<file path="config.mk">
export PLATFORM = sky130hd
export DESIGN_NAME = gmii_pkt_gen_flat
export DESIGN_NICKNAME = d
export VERILOG_FILES = /design/src/rtl/gmii_pkt_gen_if.sv /design/src/rtl/gmii_pkt_gen.sv /design/src/flat_wrapper.sv
export SDC_FILE = /design/constraint.sdc
export NUM_CORES = 1
export LEC_CHECK = 0
export BUFFER_PORTS_ARGS = -buffer_cell sky130_fd_sc_hd__buf_4
export CAP_MARGIN = 20
export CELL_PAD_IN_SITES_DETAIL_PLACEMENT = 1
export CELL_PAD_IN_SITES_GLOBAL_PLACEMENT = 1
export CORE_ASPECT_RATIO = 0.75
export CORE_MARGIN = 3
export CORE_UTILIZATION = 45
export CTS_CLUSTER_SIZE = 30
export DETAILED_ROUTE_END_ITERATION = 8
export MAX_ROUTING_LAYER = met4
export PLACE_DENSITY = 0.84
export SKIP_LAST_GASP = 1
export SLEW_MARGIN = 20
export SYNTH_ARGS = -nofsm -noshare
export SYNTH_HDL_FRONTEND = slang
export SYNTH_SLANG_ARGS = --single-unit
</file>
<file path="constraint.sdc">
create_clock -name i_clk -period 7.1 [get_ports i_clk]
set_input_delay 0.355 -clock i_clk [delete_from_list [all_inputs] [get_ports i_clk]]
set_output_delay 0.355 -clock i_clk [all_outputs]
set_load 0.005 [all_outputs]
</file>
<file path="src/rtl/gmii_pkt_gen_if.sv">
// Control, status and GMII transmit bundle for gmii_pkt_gen.
// The master drives start/stop/frame count; the slave (the generator) drives GMII and status.
interface gmii_pkt_gen_if;
    logic        i_start;
    logic [15:0] iv_pkt_num;
    logic        i_stop;
    logic [7:0]  ov_gmii_txd;
    logic        o_gmii_tx_en;
    logic        o_gmii_tx_er;
    logic        o_busy;
    logic [31:0] ov_sent_cnt;

    modport master (
        output i_start, iv_pkt_num, i_stop,
        input  ov_gmii_txd, o_gmii_tx_en, o_gmii_tx_er, o_busy, ov_sent_cnt
    );

    modport slave (
        input  i_start, iv_pkt_num, i_stop,
        output ov_gmii_txd, o_gmii_tx_en, o_gmii_tx_er, o_busy, ov_sent_cnt
    );
endinterface

</file>
<file path="src/rtl/gmii_pkt_gen.sv">
// GMII test-frame generator: fixed-length sequence-numbered frames with an exact inter-frame gap.
// Define GMII_PKT_GEN_FCS_EN to send the Ethernet CRC-32 in the tail; otherwise the tail continues the payload pattern.
module gmii_pkt_gen #(
    parameter int unsigned FRAME_BYTES = 75,
    parameter int unsigned IFG         = 12,
    parameter logic [47:0] DMAC        = 48'h01_02_03_04_05_06,
    parameter logic [47:0] SMAC        = 48'h0A_0B_0C_0D_0E_0F,
    parameter logic [15:0] ETHTYPE     = 16'h1800
) (
    input  logic          i_clk,
    input  logic          i_rst,
    gmii_pkt_gen_if.slave bus
);
    localparam logic [111:0] HDR       = {DMAC, SMAC, ETHTYPE};
    localparam logic [11:0]  PAY_LAST  = 12'(FRAME_BYTES - 27);
    localparam logic [11:0]  TAIL_PAT0 = 12'(FRAME_BYTES - 30);
    localparam logic [11:0]  GAP_LAST  = 12'(IFG - 1);

    typedef enum logic [2:0] {IDLE, PRE, HDR_S, PAY, TAIL, GAP} state_t;

    state_t      state_q, state_d;
    logic [11:0] cnt_q, cnt_d;
    logic [15:0] remain_q, remain_d;
    logic        cont_q, cont_d;
    logic        stop_q, stop_d;
    logic [31:0] seq_q, seq_d;
    logic [31:0] sent_q, sent_d;
    logic [7:0]  txd_q, txd_d;
    logic        txen_q, txen_d;
    logic        busy_q, busy_d;
    logic        stop_seen;
    logic [6:0]  hdr_bit;
    logic [4:0]  seq_bit;
`ifdef GMII_PKT_GEN_FCS_EN
    logic [31:0] crc_q, crc_d;
    logic [4:0]  tail_bit;
`endif

    // Outputs are registered from the current state, so the wire lags the FSM by one cycle.
    always_comb begin
        state_d   = state_q;
        cnt_d     = cnt_q + 12'd1;
        remain_d  = remain_q;
        cont_d    = cont_q;
        stop_d    = stop_q;
        seq_d     = seq_q;
        sent_d    = sent_q;
        txd_d     = '0;
        txen_d    = 1'b0;
        busy_d    = (state_q != IDLE);
        hdr_bit   = {4'd13 - cnt_q[3:0], 3'b000};
        seq_bit   = {~cnt_q[1:0], 3'b000};
        stop_seen = stop_q | bus.i_stop;
`ifdef GMII_PKT_GEN_FCS_EN
        tail_bit  = {cnt_q[1:0], 3'b000};
`endif
        if (state_q != IDLE) stop_d = stop_seen;
        case (state_q)
            IDLE: begin
                cnt_d  = '0;
                stop_d = 1'b0;
                if (bus.i_start) begin
                    state_d  = PRE;
                    remain_d = bus.iv_pkt_num;
                    cont_d   = (bus.iv_pkt_num == 16'd0);
                    seq_d    = '0;
                end
            end
            PRE: begin
                txen_d = 1'b1;
                txd_d  = (cnt_q == 12'd7) ? 8'hD5 : 8'h55;
                if (cnt_q == 12'd7) begin
                    state_d = HDR_S;
                    cnt_d   = '0;
                end
            end
            HDR_S: begin
                txen_d = 1'b1;
                txd_d  = HDR[hdr_bit +: 8];
                if (cnt_q == 12'd13) begin
                    state_d = PAY;
                    cnt_d   = '0;
                end
            end
            PAY: begin
                txen_d = 1'b1;
                txd_d  = (cnt_q < 12'd4) ? seq_q[seq_bit +: 8] : 8'(cnt_q - 12'd4);
                if (cnt_q == PAY_LAST) begin
                    state_d = TAIL;
                    cnt_d   = '0;
                end
            end
            TAIL: begin
                txen_d = 1'b1;
`ifdef GMII_PKT_GEN_FCS_EN
                txd_d  = ~crc_q[tail_bit +: 8];
`else
                txd_d  = 8'(TAIL_PAT0 + cnt_q);
`endif
                if (cnt_q == 12'd3) begin
                    cnt_d  = '0;
                    sent_d = sent_q + 32'd1;
                    seq_d  = seq_q + 32'd1;
                    if (!cont_q) remain_d = remain_q - 16'd1;
                    if (stop_seen || (!cont_q && remain_q == 16'd1)) begin
                        state_d = IDLE;
                        stop_d  = 1'b0;
                    end else begin
                        state_d = GAP;
                    end
                end
            end
            GAP: begin
                if (cnt_q == GAP_LAST) begin
                    cnt_d = '0;
                    if (stop_seen) begin
                        state_d = IDLE;
                        stop_d  = 1'b0;
                    end else begin
                        state_d = PRE;
                    end
                end
            end
            default: state_d = IDLE;
        endcase
    end

`ifdef GMII_PKT_GEN_FCS_EN
    function automatic logic [31:0] crc32_byte(input logic [31:0] crc, input logic [7:0] data);
        logic [31:0] c;
        c = crc ^ {24'd0, data};
        for (int unsigned i = 0; i < 8; i++)
            c = c[0] ? ((c >> 1) ^ 32'hEDB88320) : (c >> 1);
        return c;
    endfunction

    // CRC runs on the byte being launched, so it is final by the first tail byte.
    always_comb begin
        crc_d = crc_q;
        if (state_q == PRE) crc_d = '1;
        else if (state_q == HDR_S || state_q == PAY) crc_d = crc32_byte(crc_q, txd_d);
    end

    always_ff @(posedge i_clk or posedge i_rst) begin
        if (i_rst) crc_q <= '1;
        else       crc_q <= crc_d;
    end
`endif

    always_ff @(posedge i_clk or posedge i_rst) begin
        if (i_rst) begin
            state_q  <= IDLE;
            cnt_q    <= '0;
            remain_q <= '0;
            cont_q   <= 1'b0;
            stop_q   <= 1'b0;
            seq_q    <= '0;
            sent_q   <= '0;
            txd_q    <= '0;
            txen_q   <= 1'b0;
            busy_q   <= 1'b0;
        end else begin
            state_q  <= state_d;
            cnt_q    <= cnt_d;
            remain_q <= remain_d;
            cont_q   <= cont_d;
            stop_q   <= stop_d;
            seq_q    <= seq_d;
            sent_q   <= sent_d;
            txd_q    <= txd_d;
            txen_q   <= txen_d;
            busy_q   <= busy_d;
        end
    end

    assign bus.ov_gmii_txd  = txd_q;
    assign bus.o_gmii_tx_en = txen_q;
    assign bus.o_gmii_tx_er = 1'b0;
    assign bus.o_busy       = busy_q;
    assign bus.ov_sent_cnt  = sent_q;
endmodule

</file>
<file path="src/flat_wrapper.sv">
// flat-port wrapper written by rule: the top's interface ports become plain ports
module gmii_pkt_gen_flat 
#(
    parameter int unsigned FRAME_BYTES = 75,
    parameter int unsigned IFG         = 12,
    parameter logic [47:0] DMAC        = 48'h01_02_03_04_05_06,
    parameter logic [47:0] SMAC        = 48'h0A_0B_0C_0D_0E_0F,
    parameter logic [15:0] ETHTYPE     = 16'h1800
)
  (i_clk, i_rst, bus_i_start, bus_iv_pkt_num, bus_i_stop, bus_ov_gmii_txd, bus_o_gmii_tx_en, bus_o_gmii_tx_er, bus_o_busy, bus_ov_sent_cnt);
  gmii_pkt_gen_if bus_i ();
  input  logic i_clk;
  input  logic i_rst;
  input wire logic [$bits(bus_i.i_start)-1:0] bus_i_start;
  input wire logic [$bits(bus_i.iv_pkt_num)-1:0] bus_iv_pkt_num;
  input wire logic [$bits(bus_i.i_stop)-1:0] bus_i_stop;
  output wire logic [$bits(bus_i.ov_gmii_txd)-1:0] bus_ov_gmii_txd;
  output wire logic [$bits(bus_i.o_gmii_tx_en)-1:0] bus_o_gmii_tx_en;
  output wire logic [$bits(bus_i.o_gmii_tx_er)-1:0] bus_o_gmii_tx_er;
  output wire logic [$bits(bus_i.o_busy)-1:0] bus_o_busy;
  output wire logic [$bits(bus_i.ov_sent_cnt)-1:0] bus_ov_sent_cnt;
  assign bus_i.i_start = bus_i_start;
  assign bus_i.iv_pkt_num = bus_iv_pkt_num;
  assign bus_i.i_stop = bus_i_stop;
  assign bus_ov_gmii_txd = bus_i.ov_gmii_txd;
  assign bus_o_gmii_tx_en = bus_i.o_gmii_tx_en;
  assign bus_o_gmii_tx_er = bus_i.o_gmii_tx_er;
  assign bus_o_busy = bus_i.o_busy;
  assign bus_ov_sent_cnt = bus_i.ov_sent_cnt;
  gmii_pkt_gen #(.FRAME_BYTES(FRAME_BYTES), .IFG(IFG), .DMAC(DMAC), .SMAC(SMAC), .ETHTYPE(ETHTYPE)) u_core (.i_clk(i_clk), .i_rst(i_rst), .bus(bus_i));
endmodule
</file>
Yosys cells after proc, flatten, opt, wreduce, memory -nomap -nowiden:

Index checks and enable logic that the tools add are counted.

* mux-type cells: 32
* equality and inequality tests: 18
* reductions and logical operators: 13
* bitwise logic cells: 2
* shift-type cells: 2
* $add $sub $neg: 7
* $lt $le $gt $ge: 1

Operators with widths (number)
* 112-bit by 8-bit indexed part select with 8-bit output (first input constant): 1
* 12-bit one-hot mux with 6 select lines: 1
* 32-bit by 1-bit adder with 32-bit output (second input constant): 2
* 32-bit 2-to-1 mux: 2
* 32-bit one-hot mux with 2 select lines: 1
* 12-bit 2-to-1 mux: 5
* 16-bit 2-to-1 mux: 3
* 16-bit one-hot mux with 2 select lines: 1
* 8-bit one-hot mux with 4 select lines: 1
* 32-bit by 6-bit indexed part select with 8-bit output: 1
* 12-bit by 4-bit equality test with 1-bit output (second input constant): 2
* 3-bit 2-to-1 mux: 7
* 3-bit one-hot mux with 6 select lines: 1
* 16-bit by 1-bit equality test with 1-bit output (second input constant): 1
* 16-bit logical NOT: 1
* 8-bit 2-to-1 mux: 2
* 16-bit by 1-bit subtractor with 16-bit output (second input constant): 1
* 12-bit by 1-bit adder with 12-bit output (second input constant): 1
* 12-bit by 2-bit equality test with 1-bit output (second input constant): 1
* 12-bit by 3-bit equality test with 1-bit output (second input constant): 1
* 12-bit by 6-bit equality test with 1-bit output (second input constant): 1
* 12-bit by 3-bit < comparator with 1-bit output (second input constant): 1
* 2-bit by 1-bit inequality test with 1-bit output (second input constant): 5
* 6-bit by 8-bit adder with 8-bit output (first input constant): 1
* other kinds (21): 31

* register bits after elaboration: 107
* output and inout port bits: 43
* word-level logic and storage cells: 85
* input port bits: 20

Depth between registers and ports, before layout:

* depth after elaboration: 6
* gate-level depth with buffers: 10
* mapped depth without buffers: 7

Least setup slack after synthesis:

Ideal clock, no wire load.

* kind: register to register
* start point: register u_core.cnt_q[3]
* end point: register u_core.seq_q[19]
* period minus slack after synthesis: 2.558 ns
* cell stages (with the launch flop): 10
* library setup time: 0.120 ns
* arrival time: 2.439 ns
* path buffers: 2
* path slack: 4.542 ns
* data required time: 6.980 ns
* path through: dfrtp_1 clkbuf_1 inv_1 ha_1 nand2_1 or4_1 buf_6 a2111oi_4 a21oi_1 a31o_1

* cells in the longest elaborated chain, start to end: 3

Ends and longest elaborated chain
* from (decl): RTL line gmii_pkt_gen.sv:22 `logic [11:0] cnt_q, cnt_d;`
* from (signal assigned): RTL line gmii_pkt_gen.sv:164 `cnt_q <= cnt_d;`
* 12-bit by 2-bit equality test with 1-bit output: RTL line gmii_pkt_gen.sv:100 `if (cnt_q == 12'd3) begin`
* 2-bit by 1-bit inequality test with 1-bit output (no source line)
* 3-bit AND reduction (no source line)
* to (signal assigned): RTL line gmii_pkt_gen.sv:168 `seq_q <= seq_d;`
* to (decl): RTL line gmii_pkt_gen.sv:26 `logic [31:0] seq_q, seq_d;`

No other way between the ends.
A chain may end at the register's enable or synchronous reset.

Worst setup path in the final report:

* start point: register u_core.cnt_q[0]
* end point: register u_core.seq_q[23]

Same word-level chain as after synthesis.

==> results.tsv <==
stage	metric	value	unit
synthesis	Distinct cells, synth	64	
critical_path	worst-path maximum fanout	21	
clock_network	CTS sink count	107	
timing	Final min period	3.61	ns
timing	final hold violations	0	
timing	clock skew	0.00952	ns
global_route	vias in the first global route	5770	
clock_network	Post-CTS Setup Inserts	0	
detailed_routing	1st-pass router iterations	6	
detailed_routing	DRT Wirelength	19.2	mm
detailed_routing	wire per inst	21.4	µm
power	Pwr Density	303	nW/µm²
cells_and_area	diodes inserted	0	
timing	worst-margin pin slew	0.975	ns
global_route	Overall Global Routing Usage	0.266	
synthesis	register area share after synthesis	0.427	
floorplanning	Die Area	15400	µm²
cells_and_area	share of cells above drive strength 1	0.145	
cells_and_area	# nets final	759	
detailed_routing	via count	5549	
clock_network	hold-fix buffers at CTS	0	
floorplanning	core area	13300	µm²
synthesis	syn_nets	716	
cells_and_area	highest-count cells in the layout ignoring fill and taps	107 x dfrtp_1, 69 x nor2_1, 67 x buf_4, 63 x nand2_1, 42 x xnor2_1	
synthesis	Synth Instances	678	
floorplanning	Die H	108	µm
timing	Fmax achieved	0.277	GHz
synthesis	number of synthesized flops with an enable pin	0	
critical_path	CP endpoint kind	flip-flop	
synthesis	Netlist Area Pre-Place	6270	µm²
global_route	gr ovfl total	0	
timing	RSZ-0062 raised after global routing	no	
global_route	first-pass GRT wire length	31.7	mm
power	Peak VDD IR	0.135	mV
detailed_routing	DRT iter0 DRCs	475	
placement	placer's final routability congestion estimate	0.917	
clock_network	Post-CTS Resized	0	
global_route	largest net degree at the start of global routing	59	
outcome	status	finished clean	
clock_network	Clock Path Buffers	2	
timing	Rel. slew slack	0.349	
worst_hold_path	Hold/Removal Path Class	in -> async	
synthesis	Async SR Flop Fraction	1.00	
clock_network	clk_lat worst skew	0.36	ns
cells_and_area	Fill cells	1487	
detailed_routing	vias per cell	6.19	
critical_path	r2r setup slk	3.49	ns
critical_path	Worst setup SP type	flip-flop	
synthesis	flop and latch count out of synthesis	107	
clock_network	Reg clk slew, reported paths	0.07	ns
cells_and_area	Util after Layout	0.537	
timing	Setup-failing EPs final	0	
run	Max Cap Viol	0	
floorplanning	Initial Utilization	0.472	
placement	number of I/O port buffers	61	
synthesis	count of warnings emitted by yosys	0	
timing	Final Max Tran Viols	0	
floorplanning	row cnt	36	
detailed_routing	Residual DRC	0	
floorplanning	DIE WIDTH	142	µm
floorplanning	io pins	63	
synthesis	Main synth FF type	dfrtp_1	
clock_network	CTS root buf	clkbuf_16	
synthesis	syn_area_per_cell	9.24	µm²
cells_and_area	Area growth, synth to finish	13.9	%
clock_network	CTS tree	yes	
cells_and_area	most common cell after layout, fill and taps aside	dfrtp_1	
detailed_routing	post-detailed-route count of antenna-violating nets	0	
clock_network	H-tree depth	3	
power	Static Leak	3.06	nW
placement	DP HPWL	13.6	mm
global_route	initial antenna violation count	0	
critical_path	critical path type	reg -> reg	
critical_path	CP required	7.37	ns
timing	final period utilization	0.509	
timing	Fin Setup TNS	0	ns
clock_network	TritonCTS Buffers	9	
critical_path	Worst Path Arrival	3.88	ns
-- kinds of logic (layout without fill, tap and decap cells) --
logic type               after synthesis  in the layout  synth area share
flip-flops                           107            107             0.427
buffers and inverters                 52            100            0.0355
XOR/XNOR                              64             64            0.0895
multiplexers                          15             15            0.0361
adder cells (fa/ha/maj)               18             18            0.0359
AND/OR/NAND/NOR                      299            299             0.247
other                                  1              1          0.000598
AO/OA/AOI/OAI                        122            122             0.128
-- per-stage QoR --
step           total power, W  setup slack [ns]  hold slack, ns  std cells  instance area [µm²]
2_1_floorplan         0.00135              3.93           0.464        678                 6270
3_3_place_gp          0.00155              3.77           0.457        881                 6830
3_5_place_dp          0.00161              3.57           0.475        881                 6830
4_1_cts               0.00216              3.54           0.160        897                 7140
5_1_grt               0.00229              3.18           0.183        897                 7140
6_report              0.00217              3.49           0.123        897                 7140
-- worst max-delay path, cell delays in order, from the launching register on --
cell and delay, ns:
dfrtp_1 0.91, ha_1 0.36, nand2_1 0.20, or4_1 0.96, a2111oi_4 0.70, nand3_1 0.17
mux2i_1 0.22
-- path summary, 6_finish.rpt --
check,start,end,cells after the start
min reg2reg,u_core.bus.ov_sent_cnt[31],u_core.bus.ov_sent_cnt[31],1
max reg2reg,u_core.cnt_q[0],u_core.seq_q[23],6
max,u_core.cnt_q[0],u_core.seq_q[23],6
max in group asynchronous,i_rst,u_core.cnt_q[2],3
min in group i_clk,bus_i_stop,u_core.stop_q,2
min,i_rst,u_core.bus.ov_sent_cnt[2],2
-- Yosys cell counts, types with 18 or more instances --
cell | instances | area share
nor3_1 | 22 | 0.018
nand3_1 | 37 | 0.030
o21ai_0 | 34 | 0.027
nor2_1 | 69 | 0.041
ha_1 | 18 | 0.036
nand4_1 | 20 | 0.020
dfrtp_1 | 107 | 0.43
a21oi_1 | 29 | 0.023
xor2_1 | 22 | 0.031
nand2_1 | 63 | 0.038
xnor2_1 | 42 | 0.059
clkbuf_1 | 23 | 0.014
-- registers in the layout, summed over array words and instances (netlist names) --
| signal | flops |
|---|---|
| u_core.stop_q | 1 |
| u_core.bus.o_gmii_tx_en | 1 |
| u_core.cnt_q | 12 |
| u_core.cont_q | 1 |
| u_core.bus.o_busy | 1 |
| u_core.seq_q | 32 |
| u_core.remain_q | 16 |
| u_core.state_q | 3 |
| u_core.bus.ov_sent_cnt | 32 |
| u_core.bus.ov_gmii_txd | 8 |
-- per-layer routing --
layer,vias to the layer above,GRT usage,share of wire
li1,2513,-,-
met1,2841,0.367,0.45
met2,173,0.409,0.48
met3,22,0.0531,0.062
met4,0,0.0630,0.014
met5,-,-,0
-- layout make-up --
| cell class | instances | area, µm² | share of cell area |
|---|---|---|---|
| Timing Repair Buffer | 67 | 503 | 0.0705 |
| Inverter | 17 | 66.3 | 0.00929 |
| Clock inverter | 5 | 60.1 | 0.00841 |
| Tap cell | 171 | 214 | 0.0300 |
| Clock buffer | 11 | 253 | 0.0354 |
| Sequential cell | 107 | 2680 | 0.375 |
| Multi-Input combinational cell | 519 | 3370 | 0.471 |
-- power by group --
group,switching (W),internal [W],total [W]
Sequential,0.000180,0.000712,0.000893
Clock,0.000239,0.000295,0.000533
Combinational,0.000438,0.000302,0.000740
Total,0.000857,0.00131,0.00217
(Power assumes the default switching activity.)
